**config.mk**
```make
export PLATFORM = sky130hd
export DESIGN_NAME = axil_timer
export DESIGN_NICKNAME = d
export VERILOG_FILES = /design/src/rtl/emu_periph_pkg.sv /design/src/rtl/axil_timer_core.sv /design/src/rtl/axil_timer.sv
export SDC_FILE = /design/constraint.sdc
export NUM_CORES = 1
export LEC_CHECK = 0
export BUFFER_PORTS_ARGS = -buffer_cell sky130_fd_sc_hd__buf_2
export CORE_MARGIN = 5
export CORE_UTILIZATION = 55
export DETAILED_ROUTE_END_ITERATION = 10
export PLACE_DENSITY_LB_ADDON = 0.15
export SETUP_SLACK_MARGIN = 0.5
export SYNTH_ARGS = -nofsm -noshare
export SYNTH_HDL_FRONTEND = slang
export SYNTH_SLANG_ARGS = --single-unit
export TNS_END_PERCENT = 100
```
**constraint.sdc**
```tcl
create_clock -name clk -period 3.9 [get_ports clk]
set_input_delay 0.78 -clock clk [delete_from_list [all_inputs] [get_ports clk]]
set_output_delay 0.78 -clock clk [all_outputs]
set_load 0.005 [all_outputs]
```
**src/rtl/emu_periph_pkg.sv**
```systemverilog
// Shared definitions for the emulator peripherals: register indices, CTRL bits, AXI response codes.
// Also holds the byte-strobe merge helper used by the register write paths.
package emu_periph_pkg;

  typedef enum logic [2:0] {
    REG_MTIME_LO = 3'd0,
    REG_MTIME_HI = 3'd1,
    REG_CMP_LO   = 3'd2,
    REG_CMP_HI   = 3'd3,
    REG_CTRL     = 3'd4
  } reg_idx_t;

  localparam logic [7:0] OFF_MTIME_LO = 8'h00;
  localparam logic [7:0] OFF_MTIME_HI = 8'h04;
  localparam logic [7:0] OFF_CMP_LO   = 8'h08;
  localparam logic [7:0] OFF_CMP_HI   = 8'h0C;
  localparam logic [7:0] OFF_CTRL     = 8'h10;

  localparam int CTRL_EN_BIT = 0;

  localparam logic [1:0] RESP_OKAY   = 2'b00;
  localparam logic [1:0] RESP_SLVERR = 2'b10;

  function automatic logic [31:0] merge_strb(input logic [31:0] old_v,
                                             input logic [31:0] new_v,
                                             input logic [3:0]  strb);
    logic [31:0] res;
    res = old_v;
    for (int i = 0; i < 4; i++) begin
      if (strb[i]) begin
        res[8*i +: 8] = new_v[8*i +: 8];
      end else begin
        res[8*i +: 8] = old_v[8*i +: 8];
      end
    end
    return res;
  endfunction

  function automatic logic idx_mapped(input logic [2:0] idx);
    return (idx <= 3'd4);
  endfunction

endpackage

```
**src/rtl/axil_timer_core.sv**
```systemverilog
// Timer datapath: prescaler, 64-bit mtime, compare register, enable and registered irq.
// Register writes arrive already decoded as a register index plus data and byte strobes.
module axil_timer_core
  import emu_periph_pkg::*;
#(
  parameter int PRESCALE = 1
) (
  input  logic        clk,
  input  logic        rst,
  input  logic        wr_en,
  input  logic [2:0]  wr_idx,
  input  logic [31:0] wr_data,
  input  logic [3:0]  wr_strb,
  output logic [63:0] mtime,
  output logic [63:0] cmp,
  output logic        en,
  output logic        irq
);

  localparam logic [15:0] PRESC_LAST = 16'(PRESCALE - 1);

  logic [15:0] presc_r;
  logic [63:0] mtime_r;
  logic [63:0] cmp_r;
  logic        en_r;
  logic        irq_r;
  logic        tick_s;
  logic        strb_any_s;
  logic [63:0] mtime_inc_s;
  logic [63:0] mtime_next_s;
  logic [63:0] cmp_next_s;
  logic        en_next_s;

  assign tick_s      = en_r && (presc_r == PRESC_LAST);
  assign strb_any_s  = (wr_strb != 4'b0000);
  assign mtime_inc_s = tick_s ? (mtime_r + 64'd1) : mtime_r;

  // Next-state for software-visible registers; a real mtime write replaces that cycle's increment
  always_comb begin
    mtime_next_s = mtime_inc_s;
    cmp_next_s   = cmp_r;
    en_next_s    = en_r;
    if (wr_en && strb_any_s) begin
      case (wr_idx)
        REG_MTIME_LO: mtime_next_s = {mtime_r[63:32], merge_strb(mtime_r[31:0], wr_data, wr_strb)};
        REG_MTIME_HI: mtime_next_s = {merge_strb(mtime_r[63:32], wr_data, wr_strb), mtime_r[31:0]};
        REG_CMP_LO:   cmp_next_s   = {cmp_r[63:32], merge_strb(cmp_r[31:0], wr_data, wr_strb)};
        REG_CMP_HI:   cmp_next_s   = {merge_strb(cmp_r[63:32], wr_data, wr_strb), cmp_r[31:0]};
        REG_CTRL: begin
          if (wr_strb[0]) begin
            en_next_s = wr_data[CTRL_EN_BIT];
          end else begin
            en_next_s = en_r;
          end
        end
        default: cmp_next_s = cmp_r;
      endcase
    end else begin
      mtime_next_s = mtime_inc_s;
    end
  end

  // Prescaler runs only while enabled
  always_ff @(posedge clk) begin
    if (rst) begin
      presc_r <= 16'd0;
    end else if (en_r) begin
      presc_r <= tick_s ? 16'd0 : (presc_r + 16'd1);
    end else begin
      presc_r <= presc_r;
    end
  end

  // Timer registers and the interrupt level
  always_ff @(posedge clk) begin
    if (rst) begin
      mtime_r <= 64'd0;
      cmp_r   <= 64'hFFFF_FFFF_FFFF_FFFF;
      en_r    <= 1'b0;
      irq_r   <= 1'b0;
    end else begin
      mtime_r <= mtime_next_s;
      cmp_r   <= cmp_next_s;
      en_r    <= en_next_s;
      irq_r   <= en_r & (mtime_r >= cmp_r);
    end
  end

  assign mtime = mtime_r;
  assign cmp   = cmp_r;
  assign en    = en_r;
  assign irq   = irq_r;

endmodule

```
**src/rtl/axil_timer.sv**
```systemverilog
// AXI-Lite slave front end for the machine timer: channel handshakes, address decode,
// read mux with an mtime high-word shadow for atomic 64-bit reads.
module axil_timer
  import emu_periph_pkg::*;
#(
  parameter int ADDR_WIDTH = 32,
  parameter int PRESCALE   = 1
) (
  input  logic                  clk,
  input  logic                  rst,
  input  logic [ADDR_WIDTH-1:0] s_axilite_awaddr,
  input  logic [2:0]            s_axilite_awprot,
  input  logic                  s_axilite_awvalid,
  output logic                  s_axilite_awready,
  input  logic [31:0]           s_axilite_wdata,
  input  logic [3:0]            s_axilite_wstrb,
  input  logic                  s_axilite_wvalid,
  output logic                  s_axilite_wready,
  output logic [1:0]            s_axilite_bresp,
  output logic                  s_axilite_bvalid,
  input  logic                  s_axilite_bready,
  input  logic [ADDR_WIDTH-1:0] s_axilite_araddr,
  input  logic [2:0]            s_axilite_arprot,
  input  logic                  s_axilite_arvalid,
  output logic                  s_axilite_arready,
  output logic [31:0]           s_axilite_rdata,
  output logic [1:0]            s_axilite_rresp,
  output logic                  s_axilite_rvalid,
  input  logic                  s_axilite_rready,
  output logic                  irq
);

  logic        alive_r;
  logic        aw_held_r;
  logic [2:0]  aw_idx_r;
  logic        w_held_r;
  logic [31:0] w_data_r;
  logic [3:0]  w_strb_r;
  logic        bvalid_r;
  logic [1:0]  bresp_r;
  logic        rvalid_r;
  logic [1:0]  rresp_r;
  logic [31:0] rdata_r;
  logic [31:0] shadow_r;

  logic        aw_hs_s;
  logic        w_hs_s;
  logic        ar_hs_s;
  logic        commit_s;
  logic [2:0]  wr_idx_s;
  logic [31:0] wr_data_s;
  logic [3:0]  wr_strb_s;
  logic        wr_mapped_s;
  logic [2:0]  rd_idx_s;
  logic        rd_mapped_s;
  logic [31:0] rd_data_s;
  logic [63:0] mtime_s;
  logic [63:0] cmp_s;
  logic        en_s;
  logic        unused_s;

  assign unused_s = ^{s_axilite_awprot, s_axilite_arprot, s_axilite_awaddr, s_axilite_araddr};

  // alive_r keeps every ready low through reset and for the edge that ends it
  assign s_axilite_awready = alive_r & ~aw_held_r & ~bvalid_r;
  assign s_axilite_wready  = alive_r & ~w_held_r & ~bvalid_r;
  assign s_axilite_arready = alive_r & ~rvalid_r;

  assign aw_hs_s = s_axilite_awvalid & s_axilite_awready;
  assign w_hs_s  = s_axilite_wvalid & s_axilite_wready;
  assign ar_hs_s = s_axilite_arvalid & s_axilite_arready;

  assign commit_s    = (aw_held_r | aw_hs_s) & (w_held_r | w_hs_s);
  assign wr_idx_s    = aw_held_r ? aw_idx_r : s_axilite_awaddr[4:2];
  assign wr_data_s   = w_held_r ? w_data_r : s_axilite_wdata;
  assign wr_strb_s   = w_held_r ? w_strb_r : s_axilite_wstrb;
  assign wr_mapped_s = idx_mapped(wr_idx_s);

  assign rd_idx_s    = s_axilite_araddr[4:2];
  assign rd_mapped_s = idx_mapped(rd_idx_s);

  axil_timer_core #(
    .PRESCALE (PRESCALE)
  ) u_core (
    .clk     (clk),
    .rst     (rst),
    .wr_en   (commit_s & wr_mapped_s),
    .wr_idx  (wr_idx_s),
    .wr_data (wr_data_s),
    .wr_strb (wr_strb_s),
    .mtime   (mtime_s),
    .cmp     (cmp_s),
    .en      (en_s),
    .irq     (irq)
  );

  // Read mux sees pre-write register values, so a same-cycle write never leaks into rdata
  always_comb begin
    rd_data_s = 32'd0;
    case (rd_idx_s)
      REG_MTIME_LO: rd_data_s = mtime_s[31:0];
      REG_MTIME_HI: rd_data_s = shadow_r;
      REG_CMP_LO:   rd_data_s = cmp_s[31:0];
      REG_CMP_HI:   rd_data_s = cmp_s[63:32];
      REG_CTRL:     rd_data_s = {31'd0, en_s};
      default:      rd_data_s = 32'd0;
    endcase
  end

  // Write channel capture, commit and response
  always_ff @(posedge clk) begin
    if (rst) begin
      alive_r   <= 1'b0;
      aw_held_r <= 1'b0;
      aw_idx_r  <= 3'd0;
      w_held_r  <= 1'b0;
      w_data_r  <= 32'd0;
      w_strb_r  <= 4'd0;
      bvalid_r  <= 1'b0;
      bresp_r   <= RESP_OKAY;
    end else begin
      alive_r <= 1'b1;
      if (commit_s) begin
        aw_held_r <= 1'b0;
        w_held_r  <= 1'b0;
        bvalid_r  <= 1'b1;
        bresp_r   <= wr_mapped_s ? RESP_OKAY : RESP_SLVERR;
      end else begin
        if (aw_hs_s) begin
          aw_held_r <= 1'b1;
          aw_idx_r  <= s_axilite_awaddr[4:2];
        end
        if (w_hs_s) begin
          w_held_r <= 1'b1;
          w_data_r <= s_axilite_wdata;
          w_strb_r <= s_axilite_wstrb;
        end
        if (bvalid_r && s_axilite_bready) begin
          bvalid_r <= 1'b0;
        end
      end
    end
  end

  // Read channel; an MTIME_LO read snapshots the high word for the following MTIME_HI read
  always_ff @(posedge clk) begin
    if (rst) begin
      rvalid_r <= 1'b0;
      rdata_r  <= 32'd0;
      rresp_r  <= RESP_OKAY;
      shadow_r <= 32'd0;
    end else if (ar_hs_s) begin
      rvalid_r <= 1'b1;
      rdata_r  <= rd_data_s;
      rresp_r  <= rd_mapped_s ? RESP_OKAY : RESP_SLVERR;
      if (rd_idx_s == REG_MTIME_LO) begin
        shadow_r <= mtime_s[63:32];
      end
    end else if (rvalid_r && s_axilite_rready) begin
      rvalid_r <= 1'b0;
    end
  end

  assign s_axilite_bvalid = bvalid_r;
  assign s_axilite_bresp  = bresp_r;
  assign s_axilite_rvalid = rvalid_r;
  assign s_axilite_rdata  = rdata_r;
  assign s_axilite_rresp  = rresp_r;

endmodule

```
## Word-level counts from Yosys, hierarchy flattened

Cells that the tools add are included.

- Mux-type cells: 20
- Equality and inequality tests: 18
- Add/sub/neg operators: 2
- Bitwise logic cells: 20
- Magnitude comparators: 3
- Reductions and logical operators: 31

Operators by type and width:

| kind | count |
|---|---|
| case mux 64 bit (2 select lines) | 2 |
| case mux 32 bit (5 select lines) | 1 |
| 2-to-1 mux 64 bit | 2 |
| adder 64 x 1 -> 64 bit (second input constant) | 1 |
| greater-or-equal comparator 64 bit | 1 |
| 2-to-1 mux 32 bit | 1 |
| 2-to-1 mux 8 bit | 4 |
| AND reduction 4 bit | 8 |
| != test 3 x 2 -> 1 bit (second input constant) | 8 |
| AND reduction 2 bit | 11 |
| adder 16 x 1 -> 16 bit (second input constant) | 1 |
| logical NOT 16 bit | 1 |
| 2-to-1 mux 16 bit | 1 |
| == test 3 x 2 -> 1 bit (second input constant) | 4 |
| bitwise AND 1 bit | 11 |
| inverter 1 bit | 7 |
| == test 3 x 1 -> 1 bit (second input constant) | 2 |
| == test 3 bit (second input constant) | 2 |
| less-or-equal comparator 3 bit (second input constant) | 2 |
| logical NOT 3 bit | 2 |
| 2-to-1 mux 1 bit | 5 |
| logical AND 1 bit | 4 |
| 2-to-1 mux 2 bit | 2 |
| 2-to-1 mux 4 bit | 1 |
| other kinds (7) | 10 |

- Logic and storage cells: 125
- Register bits after elaboration: 258

## Longest topological paths before layout

- Depth in word-level cells: 10
- Depth in mapped cells: 11
- Gate-level depth less buffers: 8

## By module

From an unflattened synthesis, not the netlist that was laid out.

- Cells, all modules: 1,659
- Area, all modules: 13,748.2 um^2

By module, submodules not included:

| module | area each (um^2) | times used | cells an instance |
|---|---|---|---|
| axil_timer_core | 8,567.0 | 1 | 1,076 |
| axil_timer | 5,181.2 | 1 | 583 |

## Least setup slack after synthesis

OpenSTA, ideal clock, no wires.

- Path kind: register to register
- Start point: register u_core.presc_r[0]
- End point: register u_core.mtime_r[44], in the netlist u_core.mtime[44]
- Required time: 3.814 ns
- Buffers on the path: 2
- Arrival time: 3.140 ns
- Period minus slack after synthesis: 3.226 ns
- Stages on the path, launching flop included: 11
- Setup slack: 0.674 ns
- Path through: dfxtp_1 -> inv_1 -> ha_1 -> or4b_4 -> or4_1 -> buf_2 -> or4_4 -> buf_6 -> nor4_1 -> mux2_2 -> a211oi_1

- Word-level cells in the longest chain between the ends: 5

RTL lines:

| what | line | text |
|---|---|---|
| from (decl) | axil_timer_core.sv:22 | `logic [15:0] presc_r;` |
| from (signal assigned) | axil_timer_core.sv:68 | `presc_r <= tick_s ? 16'd0 : (presc_r + 16'd1);` |
| from (signal assigned) | axil_timer_core.sv:70 | `presc_r <= presc_r;` |
| logical NOT 16 bit * | axil_timer_core.sv:34 | `assign tick_s = en_r && (presc_r == PRESC_LAST);` |
| logical AND 1 bit * | axil_timer_core.sv:34 |  |
| 2-to-1 mux 64 bit * | axil_timer_core.sv:36 | `assign mtime_inc_s = tick_s ? (mtime_r + 64'd1) : mtime_r;` |
| case mux 64 bit (2 select lines) | axil_timer_core.sv:44 | `case (wr_idx)` |
| 2-to-1 mux 64 bit * | axil_timer_core.sv:43 | `if (wr_en && strb_any_s) begin` |
| to (signal assigned) | axil_timer_core.sv:82 | `mtime_r <= mtime_next_s;` |
| to (decl) | axil_timer_core.sv:23 | `logic [63:0] mtime_r;` |

Every way passes the cells marked *; elsewhere a longest branch is shown, timed or not.
A chain may end at the register's enable or synchronous reset.

## Worst setup path in the final report

- Start point: register u_core.presc_r[0]
- End point: register u_core.mtime_r[50], in the netlist u_core.mtime[50]

Same word-level chain as after synthesis.

==> results.toml <==
[outcome]
outcome = "complete, no violations"

[yosys]
yosysWarningCount = 0
syn_inst = 1743
synth_top_cell_by_area = "dfxtp_1"
synthFlopType = "dfxtp_1"
synth.area.top_cells = "dfxtp_1, nand2_1, a21oi_1"
synth.distinct_cells = 77
synth_edf_count = 0
async_reset_ff_share_pct = 0
synth-seq-area-share_pct = 37.0
synth_area_mm2 = 0.0139
synth-seq-cells = 256
synth_top_area_share_pct = 37.0
syn_area_per_cell_um2 = 7.95

[finish]
fin_cells = 2157
final_layout_size_suffix_gt1_share_pct = 12.7
syn2layout_area_growth_pct = 12.8
final_util_pct = 62.6
diodes = 0
final_nets = 1987

[cts]
cts.sinks = 256
cts_root_buf = "clkbuf_16"
clockBufferDepth = 3
clkSlewWorstSetupHoldPaths_ns = 0.06
cts_inserted_buffers = 28
clk_latency_ns = 0.55
cts_tree = "built"
cts-hold-fix-buffers = 0
htree_levels = 1

[worst_setup_path]
cp_slowest_stage_delay_ns = 0.64
end_kind = "flop"
r2r_slack_ns = 0.60
path_delay_family = "simple AND/OR/NAND/NOR gates"
crit_path_top_delay_cell = "or4_1"
worstPathCellList = "inv_1 > ha_1 > or4b_4 > or4_1 > or4_4 > buf_4 > nor3_4 > a211oi_1 > a2111oi_1"
cp_max_fo = 13
start_kind = "flop"
required_ns = 4.31
criticalPathCategory = "reg -> reg"
worstPathArrival_ns = 3.72
crit_buf_inv = 2

[floorplan]
fp-row-count = 58
boundaryPins = 155
die_h_um = 169
die_area_mm2 = 0.0285
start_util_pct = 55.5
die_w_um = 169
core_area_mm2 = 0.0250

[timing]
hold_slack_ns = 0.452
relSlewSlack_pct = 21.8
finalHoldViolations = 0
fmax_mhz = 303
setup_violations = 0
setup_tns_ns = 0
worstMarginPinSlew_ns = 1.14
maxSlewViolCount = 0
final.setup_skew_ns = 0.0112
rsz0062_at_grt = "yes"
min_period_ns = 3.30
min_period_over_period_pct = 84.6

[pwr]
ir_worst_vdd_v = 0.000497
leakage_uw = 0.00678
power.density_mw_per_mm2 = 376
finalPower_uw = 5880

[route]
drt_iter0_drc = 1355
drt-pass1-iter-count = 8
via_count = 13700
avgRoutedWirePerCell_um = 20.8
drc = 0
postRouteAntennaNets = 0
wl_um = 45000
viasPerCell = 6.35

[global_routing]
grt_max_degree = 93
antenna_found_initial = 0
grt_pass1_wl_um = 70900
gr-total-overflow = 0
grt_usage_pct = 30.7
grt_pass1_vias = 12800

[worst_hold_path]
hold_class = "reg -> reg"

[placement]
globalplace.congestion = 0.994
place_hpwl_um = 31400
place.port_buffers = 88
placed_cells = 2107

[job]
max_cap_viol_count = 0
flip-flops by register name, indices dropped and copies added, names as in the netlist:
name              count
alive_r               1
aw_held_r             1
aw_idx_r              3
s_axilite_bresp       1
s_axilite_bvalid      1
s_axilite_rdata      32
s_axilite_rresp       1
s_axilite_rvalid      1
shadow_r             32
u_core.cmp           64
u_core.en             1
u_core.irq            1
u_core.mtime         64
u_core.presc_r       16
w_data_r             32
w_held_r              1
w_strb_r              4
layout by cell type, fill, tap and decap left out, types with 15 or more instances in the layout:
cell       Yosys  final
a211oi_1      21     21
a21oi_1      213    213
a22oi_1       64     64
and3_1        21     21
buf_2          2     87
buf_4          4     56
clkbuf_16      0     29
dfxtp_1      256    255
ha_1          67     67
inv_1         78     77
mux2i_1       43     43
nand2_1      289    289
nand3_1       32     32
nand4_1       35     35
nor2_1       106    106
nor3_1        55     53
nor4_1        25     23
o211ai_1      70     70
o21ai_0       43     43
xor2_1        15     15
stage by stage:
step / cell area [µm²] / setup WS [ns]
after detailed placement: 14700 / 0.569
final: 15600 / 0.600
after floorplan: 13900 / 0.674
after CTS: 15600 / 0.555
after global routing: 15600 / 0.484
after global placement: 14700 / 0.656
layout make-up:
class                   instances  area (µm²)
inverters                      78         293
fillers                      2259        9330
clock inverters                 6        57.6
clock buffers                  44         862
flip-flops and latches        256        5130
repair buffers                146         907
multi-input cells            1297        7980
well taps                     330         413
where the power goes:
group / switching (µW) / leakage [µW] / internal (µW)
Sequential: 50.2 / 0.00207 / 2660
Clock: 1070 / 0.000453 / 1570
Combinational: 356 / 0.00426 / 168
cell usage after synthesis (8+ instances only):
cell / count
xnor2_1: 10
a311oi_1: 10
a22oi_1: 64
nand3_1: 32
a31oi_1: 12
inv_1: 78
ha_1: 67
nand2_1: 289
and4_1: 11
o211ai_1: 70
or4_1: 9
a21oi_1: 213
nor2b_1: 11
nor4_1: 25
or3_1: 9
o21ai_0: 43
nor2_1: 106
clkbuf_1: 92
nand4_1: 35
xor2_1: 15
a211oi_1: 21
mux2_2: 13
and3_1: 21
o31a_1: 8
mux2i_1: 43
dfxtp_1: 256
nand2b_1: 11
nor3_1: 55
routing by layer:
layer	track usage [%]	wire length, µm	up-vias
met4	9.42	1430	0
met3	5.39	4410	109
met1	44.5	19800	6449
met2	46.6	19400	669
li1	-	-	6463
met5	0	0	-
what timing repair did:
action	CTS	global route
setup endpoints to repair	0	3
buffers inserted	0	0
gates resized for setup	0	3
worst reg2reg max path: cells and delay by family (launching register included):
family | cells | cell delay [ns]
fa+ha+maj | 1 | 0.14
simple gates | 4 | 1.92
flops | 1 | 0.34
compound gates | 2 | 0.46
buf+inv | 2 | 0.31
cell families after synthesis:
kind of cell,share of synthesized area (%)
AO/OA/AOI/OAI,22.9
XOR/XNOR,1.58
adder cells (fa/ha/maj),6.05
buffers and inverters,5.77
flip-flops,37.0
multiplexers,4.32
other,0.0271
AND/OR/NAND/NOR,22.4
path summary, 6_finish.rpt:
check,from,to,cells past startpoint
max,u_core.presc_r[0],u_core.mtime[50],9
min,w_data_r[13],w_data_r[13],2
max reg2reg,u_core.presc_r[0],u_core.mtime[50],9
min reg2reg,w_data_r[13],w_data_r[13],2
Note: power is estimated with default switching activity, not from simulation.
